## config.mk

```make
export PLATFORM = sky130hd
export DESIGN_NAME = div_seq_unit
export DESIGN_NICKNAME = d
export VERILOG_FILES = /design/src/rtl/div_seq_unit.sv
export SDC_FILE = /design/constraint.sdc
export NUM_CORES = 1
export LEC_CHECK = 0
export BUFFER_PORTS_ARGS = -buffer_cell sky130_fd_sc_hd__buf_2
export CAP_MARGIN = 30
export CORE_ASPECT_RATIO = 0.7
export CORE_UTILIZATION = 47
export CTS_BUF_LIST = sky130_fd_sc_hd__clkbuf_8 sky130_fd_sc_hd__clkbuf_16
export DETAILED_ROUTE_END_ITERATION = 10
export PLACE_DENSITY = 0.74
export SYNTH_ARGS = -nofsm -noshare
export SYNTH_HDL_FRONTEND = slang
export SYNTH_SLANG_ARGS = --single-unit
```

## constraint.sdc

```tcl
create_clock -name clock -period 4.55 [get_ports clock]
set_input_delay 0.91 -clock clock [delete_from_list [all_inputs] [get_ports clock]]
set_output_delay 0.91 -clock clock [all_outputs]
set_load 0.02 [all_outputs]
```

## src/rtl/div_seq_unit.sv

```systemverilog
// div_seq_unit: multi-cycle radix-2 non-restoring integer divider.
// Handles signed (two's-complement, truncating toward zero) and unsigned
// operands. It produces a quotient on LO and a remainder on HI. A zero
// divisor produces LO = all ones, HI = X and sets div_by_zero.
module div_seq_unit #(
  parameter int WIDTH = 32
) (
  input  logic             clock,
  input  logic             clear,
  input  logic             start,
  input  logic             is_signed,
  input  logic [WIDTH-1:0] X,
  input  logic [WIDTH-1:0] Y,
  output logic             busy,
  output logic             done,
  output logic             div_by_zero,
  output logic [WIDTH-1:0] LO,
  output logic [WIDTH-1:0] HI
);

  localparam int CW = (WIDTH > 2) ? $clog2(WIDTH) : 1;

  localparam logic [2:0] S_IDLE = 3'd0;
  localparam logic [2:0] S_PREP = 3'd1;
  localparam logic [2:0] S_ITER = 3'd2;
  localparam logic [2:0] S_FIX  = 3'd3;
  localparam logic [2:0] S_DONE = 3'd4;

  localparam logic [CW-1:0]    CNT_ZERO = {CW{1'b0}};
  localparam logic [CW-1:0]    CNT_ONE  = CW'(1);
  localparam logic [CW-1:0]    CNT_LAST = CW'(WIDTH - 1);
  localparam logic [WIDTH-1:0] ZERO_W   = {WIDTH{1'b0}};
  localparam logic [WIDTH-1:0] ONES_W   = {WIDTH{1'b1}};
  localparam logic [WIDTH:0]   ZERO_R   = {(WIDTH+1){1'b0}};

  // Control state
  logic [2:0]       state_q, state_d;
  logic [CW-1:0]    cnt_q, cnt_d;
  // Operands captured at acceptance; later input changes cannot disturb them
  logic [WIDTH-1:0] x_q, x_d;
  logic [WIDTH-1:0] y_q, y_d;
  logic             sgn_q, sgn_d;
  // Datapath: divisor magnitude, partial remainder (one extra sign bit), quotient
  logic [WIDTH-1:0] b_q, b_d;
  logic [WIDTH:0]   r_q, r_d;
  logic [WIDTH-1:0] q_q, q_d;
  logic             neg_quo_q, neg_quo_d;
  logic             neg_rem_q, neg_rem_d;
  logic             dz_q, dz_d;
  // Registered outputs
  logic [WIDTH-1:0] lo_q, lo_d;
  logic [WIDTH-1:0] hi_q, hi_d;
  logic             dbz_q, dbz_d;
  logic             busy_q, busy_d;
  logic             done_q, done_d;

  // Combinational helpers
  logic             x_neg_s, y_neg_s;
  logic [WIDTH:0]   b_ext_s, r_shift_s, r_step_s;
  logic [WIDTH-1:0] rem_fix_s, quo_final_s, rem_final_s;

  assign x_neg_s   = sgn_q & x_q[WIDTH-1];
  assign y_neg_s   = sgn_q & y_q[WIDTH-1];
  assign b_ext_s   = {1'b0, b_q};
  // {R,Q} shifted left one bit: R picks up the quotient MSB
  assign r_shift_s = {r_q[WIDTH-1:0], q_q[WIDTH-1]};
  // Non-restoring step: subtract while R is non-negative, add back otherwise.
  // Arithmetic is modulo 2^(WIDTH+1); the true result always fits there.
  assign r_step_s  = r_q[WIDTH] ? (r_shift_s + b_ext_s) : (r_shift_s - b_ext_s);
  // Final correction: a negative remainder gets |Y| added back (result < |Y|)
  assign rem_fix_s   = r_q[WIDTH] ? (r_q[WIDTH-1:0] + b_q) : r_q[WIDTH-1:0];
  assign quo_final_s = neg_quo_q ? (ZERO_W - q_q) : q_q;
  assign rem_final_s = neg_rem_q ? (ZERO_W - rem_fix_s) : rem_fix_s;

  assign busy        = busy_q;
  assign done        = done_q;
  assign div_by_zero = dbz_q;
  assign LO          = lo_q;
  assign HI          = hi_q;

  // Next-state logic for FSM, datapath and output registers
  always_comb begin
    state_d   = state_q;
    cnt_d     = cnt_q;
    x_d       = x_q;
    y_d       = y_q;
    sgn_d     = sgn_q;
    b_d       = b_q;
    r_d       = r_q;
    q_d       = q_q;
    neg_quo_d = neg_quo_q;
    neg_rem_d = neg_rem_q;
    dz_d      = dz_q;
    lo_d      = lo_q;
    hi_d      = hi_q;
    dbz_d     = dbz_q;

    case (state_q)
      S_IDLE: begin
        if (start) begin
          x_d     = X;
          y_d     = Y;
          sgn_d   = is_signed;
          state_d = S_PREP;
        end else begin
          state_d = S_IDLE;
        end
      end
      S_PREP: begin
        neg_quo_d = x_neg_s ^ y_neg_s;
        neg_rem_d = x_neg_s;
        b_d       = y_neg_s ? (ZERO_W - y_q) : y_q;
        q_d       = x_neg_s ? (ZERO_W - x_q) : x_q;
        r_d       = ZERO_R;
        cnt_d     = CNT_ZERO;
        dz_d      = (y_q == ZERO_W);
        // A zero divisor skips ITER but still spends one cycle in FIX.
        // This keeps the zero-divisor done three cycles after acceptance.
        if (y_q == ZERO_W) begin
          state_d = S_FIX;
        end else begin
          state_d = S_ITER;
        end
      end
      S_ITER: begin
        r_d   = r_step_s;
        q_d   = {q_q[WIDTH-2:0], ~r_step_s[WIDTH]};
        cnt_d = cnt_q + CNT_ONE;
        if (cnt_q == CNT_LAST) begin
          state_d = S_FIX;
        end else begin
          state_d = S_ITER;
        end
      end
      S_FIX: begin
        state_d = S_DONE;
        if (dz_q) begin
          lo_d  = ONES_W;
          hi_d  = x_q;
          dbz_d = 1'b1;
        end else begin
          lo_d  = quo_final_s;
          hi_d  = rem_final_s;
          dbz_d = 1'b0;
        end
      end
      S_DONE: begin
        state_d = S_IDLE;
      end
      default: begin
        state_d = S_IDLE;
      end
    endcase

    busy_d = (state_d != S_IDLE);
    done_d = (state_d == S_DONE);
  end

  // State and output registers with synchronous clear
  always_ff @(posedge clock) begin
    if (clear) begin
      state_q   <= S_IDLE;
      cnt_q     <= CNT_ZERO;
      x_q       <= ZERO_W;
      y_q       <= ZERO_W;
      sgn_q     <= 1'b0;
      b_q       <= ZERO_W;
      r_q       <= ZERO_R;
      q_q       <= ZERO_W;
      neg_quo_q <= 1'b0;
      neg_rem_q <= 1'b0;
      dz_q      <= 1'b0;
      lo_q      <= ZERO_W;
      hi_q      <= ZERO_W;
      dbz_q     <= 1'b0;
      busy_q    <= 1'b0;
      done_q    <= 1'b0;
    end else begin
      state_q   <= state_d;
      cnt_q     <= cnt_d;
      x_q       <= x_d;
      y_q       <= y_d;
      sgn_q     <= sgn_d;
      b_q       <= b_d;
      r_q       <= r_d;
      q_q       <= q_d;
      neg_quo_q <= neg_quo_d;
      neg_rem_q <= neg_rem_d;
      dz_q      <= dz_d;
      lo_q      <= lo_d;
      hi_q      <= hi_d;
      dbz_q     <= dbz_d;
      busy_q    <= busy_d;
      done_q    <= done_d;
    end
  end

endmodule

```

# Yosys cells after proc, flatten, opt, wreduce, memory -nomap -nowiden

Index checks and enable logic that the tools add are counted.

Word-level logic and storage cells: 54
Input port bits: 68
Bits in registers: 240

Bitwise operators: 4
Reduce and logical (&&, ||, !) cells: 5
$add $sub $neg: 8
Eq/ne operators: 5
Mux-type cells: 16

Operators by type and width:

| kind                  | count |
|---|---|
| $mux 32               | 7 |
| $sub 1x32->32 const A | 4 |
| $pmux 33 s2           | 1 |
| $pmux 32 s2           | 1 |
| $add 33x32->33        | 1 |
| $mux 33               | 1 |
| $sub 33x32->33        | 1 |
| $add 32x32->32        | 1 |
| $logic_not 32->1      | 1 |
| $pmux 3 s4            | 1 |
| $pmux 5 s2            | 1 |
| $eq 3x2->1 const B    | 2 |
| $add 5x1->5 const B   | 1 |
| $eq 5x5->1 const B    | 1 |
| $mux 1                | 4 |
| $eq 3x1->1 const B    | 1 |
| $eq 3x3->1 const B    | 1 |
| $logic_not 3->1       | 1 |
| $reduce_bool 3->1     | 1 |
| $and 1x1->1           | 2 |
| $reduce_and 2->1      | 1 |
| $reduce_bool 2->1     | 1 |
| $not 1->1             | 1 |
| $xor 1x1->1           | 1 |

# Depth between registers and ports, before layout

Depth in word-level cells: 5
Mapped depth: 21
Depth with buffers taken out: 19

# Worst setup path after synthesis

No wires, ideal clock.

Path kind: flip-flop to flip-flop
From: register r_q[32]
To: register r_q[30]
Path slack: -498 ps
Arrival time: 4,920 ps
Required time: 4,422 ps
Setup time: 128 ps
Period minus slack after synthesis: 5,048 ps
Cell stages (with the launch flop): 22
Cell sequence: dfxtp_1 > buf_2 > clkbuf_1 > clkbuf_1 > clkbuf_1 > buf_1 > clkbuf_1 > buf_1 > nor2_1 > xor2_1 > ha_1 > nor2b_1 > o21ai_0 > a21boi_0 > o221a_2 > o211ai_1 > nand3_1 > a311oi_1 > o211ai_1 > a311oi_1 > xor2_1 > o21ai_0

Longest elaborated chain between the ends: 2

RTL lines:

| item                     | RTL line | text |
|---|---|---|
| start: declaration       | 45       | `logic [WIDTH:0] r_q, r_d;` |
| start signal: assignment | 185      | `r_q <= r_d;` |
| $mux 33                  | 69       | `assign r_step_s = r_q[WIDTH] ? (r_shift_s + b_ext_s) : (r_shift_s - b_ext_s);` |
| $pmux 33 s2              | 98       | `case (state_q)` |

No other way between the ends.
A chain may end at the register's enable or synchronous reset.

# Worst setup path after layout

From: register b_q[6]
To: register q_q[0]

Longest elaborated chain between the ends: 4
Elaborated cells between the ends (all ways): 5
Those cells by class: 2 x add/sub; 2 x mux; 1 x bitwise

RTL lines:

| item                                             | RTL line | text |
|---|---|---|
| start: declaration                               | 44       | `logic [WIDTH-1:0] b_q, b_d;` |
| start signal: assignment                         | 167      | `b_q <= ZERO_W;` |
| start signal: assignment                         | 184      | `b_q <= b_d;` |
| $sub 33x32->33 or $add 33x32->33 (tied branches) | 69       |  |
| $mux 33 *                                        | 69       |  |
| $not 1->1 *                                      | 127      | `q_d = {q_q[WIDTH-2:0], ~r_step_s[WIDTH]};` |
| $pmux 32 s2 *                                    | 98       |  |
| end signal: assignment                           | 186      | `q_q <= q_d;` |
| end: declaration                                 | 46       | `logic [WIDTH-1:0] q_q, q_d;` |

Mark *: on every way between the ends. The rest lies on a longest branch, timed or not.

==> impl_metrics.tcl <==
set metrics [dict create \
    switchingPower_mw 2.72 \
    met1_usage 0.470 \
    worstPathCellList "or4_1, nor4_2, nor4bb_2, nor2b_1, nand2_1, o31ai_1, xnor2_1, ha_1, nor2b_1, o21ai_0, nor2b_1, o21ai_2, a41o_1, mux2i_1, a21oi_1" \
    maxCapViolCount 0 \
    clkTransAtPathRegs_ns 0.07 \
    ys_warn_count 0 \
    ys.flop_type "dfxtp_1" \
    required_ns 4.99 \
    synthCells 2134 \
    total_power_mw 7.10 \
    grt_max_degree 79 \
    cp_slowest_stage_delay_ns 0.63 \
    critPathBufInv 0 \
    maxSlewHeadroom 0.315 \
    timing.hold.worst.start "HI[8]" \
    grt_remaining_overflow 0 \
    worst_hold_path.endpoint "HI[8]" \
    cts_buffers 25 \
    nets 2361 \
    setup_violations 0 \
    clockPowerShare 0.301 \
    globalplace.congestion 1.00 \
    finalCritPeriodShare 0.955 \
    htreeDepth 1 \
    worstRegToRegCells 15 \
    hold_depth 2 \
    grt_pass1_vias 14600 \
    async_flop_share 0 \
    met2_usage 0.419 \
    vias 16600 \
    clockBufferDepth 3 \
    grt_pass1_wl_um 83300 \
    place.port_buffers 134 \
    cp_common_cell "nor2b_1" \
    end_kind "flip-flop" \
    fp.dieH_um 156 \
    max_freq_mhz 230 \
    tightestPinTransition_ns 1.02 \
    cp_top_family "simple AND/OR/NAND/NOR gates" \
    die_w_um 222 \
    ir_drop_uv 268 \
    grt_busiest_layer "met1" \
    grtUsageTotal 0.301 \
    post_drt_wl_per_cell_um 20.0 \
    clk-insertion-delay-late_ns 0.58 \
    regArea_sq_mm 0.00481 \
    synth-edff-count 0 \
    p_seq_frac 0.339 \
    vias_per_cell 6.22 \
    synthesis.area_sq_mm 0.0159 \
    yosysSeqAreaShare 0.302 \
    drt-initial-drc-count 1843 \
    hold_path_class "flip-flop to flip-flop" \
    ys_types 90 \
    grt_use_met3 0.0507 \
    rr_endpoint "q_q[0]" \
    dpl.cell_count 2621 \
    cp_slowest_cell "or4_1" \
    core_area_sq_mm 0.0328 \
    synth_fp_nets 2274 \
    p_int_mw 4.39 \
    cts_tree "done" \
    row_count 55 \
    n_fill_cell 3133 \
    ys_ff_latch 240 \
    start_util 0.485 \
    finalCriticalPeriod_ns 4.34 \
    cts_hold_buf 0 \
    power.density_mw_per_mm2 396 \
    sw_frac_of_total 0.382 \
    io_pins 135 \
    cp-start-kind "flip-flop" \
    reg2reg_slack_ns 0.21 \
    status "complete, no violations" \
    maxSlewViolCount 0 \
    multi_input_area_sq_mm 0.0105 \
    drc 0 \
    die-area_sq_mm 0.0346 \
    fin_util 0.547 \
    syn_to_final_growth_pct 12.7 \
    finalHoldViolCount 0 \
    dp_hpwl_um 40200 \
    ant_nets 0 \
    cts_sinks 240 \
    combPwrFrac 0.360 \
    clockRootBuffer "clkbuf_16" \
    drive_above_1_share 0.125 \
    crit_type "flip-flop to flip-flop" \
    crit_fanout 6 \
    leakage_nw 7.33 \
    antenna_cells 0 \
    critPathArrivalTime_ns 4.78 \
    r2r-start "b_q[6]" \
    wl_um 53400 \
    firstDrtPassIters 6 \
    skew_ns 0.0183 \
    antenna_found_initial 3 \
    instances_no_fill 2666 \
    syn_area_per_cell_sq_um 7.46 \
]
==> through the flow <==
stage / setup TNS [ns] / worst slack, ns / instance area (sq um) / hold WS (ns)
6_report: 0 / 0.207 / 17900 / 0.470
5_1_grt: -0.00325 / -0.00325 / 17900 / 0.477
4_1_cts: 0 / 0.108 / 17900 / 0.464
3_5_place_dp: 0 / 0.132 / 17100 / 0.452
3_3_place_gp: 0 / 0.183 / 17100 / 0.450
2_1_floorplan: 0 / 0.0608 / 15900 / 0.455
==> placed cells by master (no fill, tap or decap), types with 10 or more instances in the layout <==
master	instances
o21a_1	14
ha_1	70
a21o_1	26
or3_1	23
or4_1	16
o211ai_1	29
xnor2_1	76
a31oi_1	26
nand2_1	339
xor2_1	97
o31ai_1	24
nor2b_1	10
nor2_1	175
nand2b_1	12
dfxtp_1	239
a211oi_1	31
o41ai_1	12
buf_2	133
nor4_1	11
a22oi_1	49
a311oi_1	15
and3_1	20
nand4_1	11
a21oi_1	247
o21ai_0	129
nand3_1	43
nor3_1	52
buf_4	54
inv_1	54
o21bai_1	12
clkbuf_16	25
==> flip-flops by register name, summed over array words and instances, names as in the netlist <==
signal	cells
r_q	33
HI	32
LO	32
b_q	32
q_q	32
x_q	32
y_q	32
cnt_q	5
state_q	3
busy	1
div_by_zero	1
done	1
dz_q	1
neg_quo_q	1
neg_rem_q	1
sgn_q	1
==> synth_stat cells (all sizes together), types with 14 or more instances <==
cell type	count	share of area
nand2	340	0.080
a21oi	250	0.079
dfxtp	240	0.30
nor2	178	0.042
o21ai	135	0.042
clkbuf	108	0.025
xor2	97	0.053
xnor2	76	0.042
ha	70	0.055
nor3	55	0.018
a22oi	49	0.023
inv	48	0.011
nand3	44	0.014
a211oi	33	0.016
o211ai	29	0.014
a21o	26	0.012
a31oi	26	0.010
o31ai	24	0.011
or3	23	0.0090
and3	20	0.0079
buf	20	0.0060
or4	17	0.0083
a311oi	16	0.0088
nor4	14	0.0063
o21a	14	0.0066
o21bai	14	0.0071
==> worst max-delay path by stage <==
| stage | start | endpoint | slack [ns] | cells past startpoint |
|---|---|---|---|---|
| 3_3_place_gp | b_q[6] | r_q[29] | 0.18 | 18 |
| 4_1_cts | b_q[6] | r_q[29] | 0.11 | 18 |
| 5_1_grt | b_q[6] | q_q[0] | -0.003 | 15 |
| 3_5_place_dp | b_q[6] | r_q[29] | 0.13 | 18 |
| 2_1_floorplan | r_q[32] | r_q[30] | 0.06 | 21 |
| 6_report | b_q[6] | q_q[0] | 0.21 | 15 |
==> kinds of logic after synthesis <==
group / share of synthesized area
adders and majority gates: 0.0575
and+or+nand+nor: 0.219
muxes: 0.00990
AOI/OAI and AO/OA: 0.274
buffers and inverters: 0.0427
DFF: 0.302
xor gates and xnor gates: 0.0952
==> routing by layer <==
metal,part of all wire,wire [um]
met5,0.00024,13
met4,0.022,1190
met3,0.094,5030
met2,0.40,21300
met1,0.48,25900
==> cell type report <==
class	instances	area share
multi-input combinational	1718	0.586
sequential	240	0.268
timing repair buffer	188	0.0603
clock buffer	26	0.0356
tap	427	0.0298
clock inverter	19	0.0107
inverter	48	0.0100
==> tightest hold or removal path: cells and delay by family (launching register included) <==
family          cells  cell delay (ns)
flops               1             0.32
simple gates        1             0.05
compound gates      1             0.05
==> power by group through the flow <==
stage          Sequential (mW)  Clock [mW]  Combinational [mW]
2_1_floorplan             2.39           0                1.82
5_1_grt                   2.42        2.24                2.80
4_1_cts                   2.40        2.16                2.47
3_5_place_dp              2.45           0                2.46
3_3_place_gp              2.44           0                2.43
6_report                  2.41        2.14                2.56
==> repair_timing <==
item	4_1_cts	5_1_grt
setup buffers	0	0
hold endpoints to repair	0	0
setup endpoints to repair	0	13
gates resized for setup	0	12
Note: power is estimated with default switching activity, not from simulation.
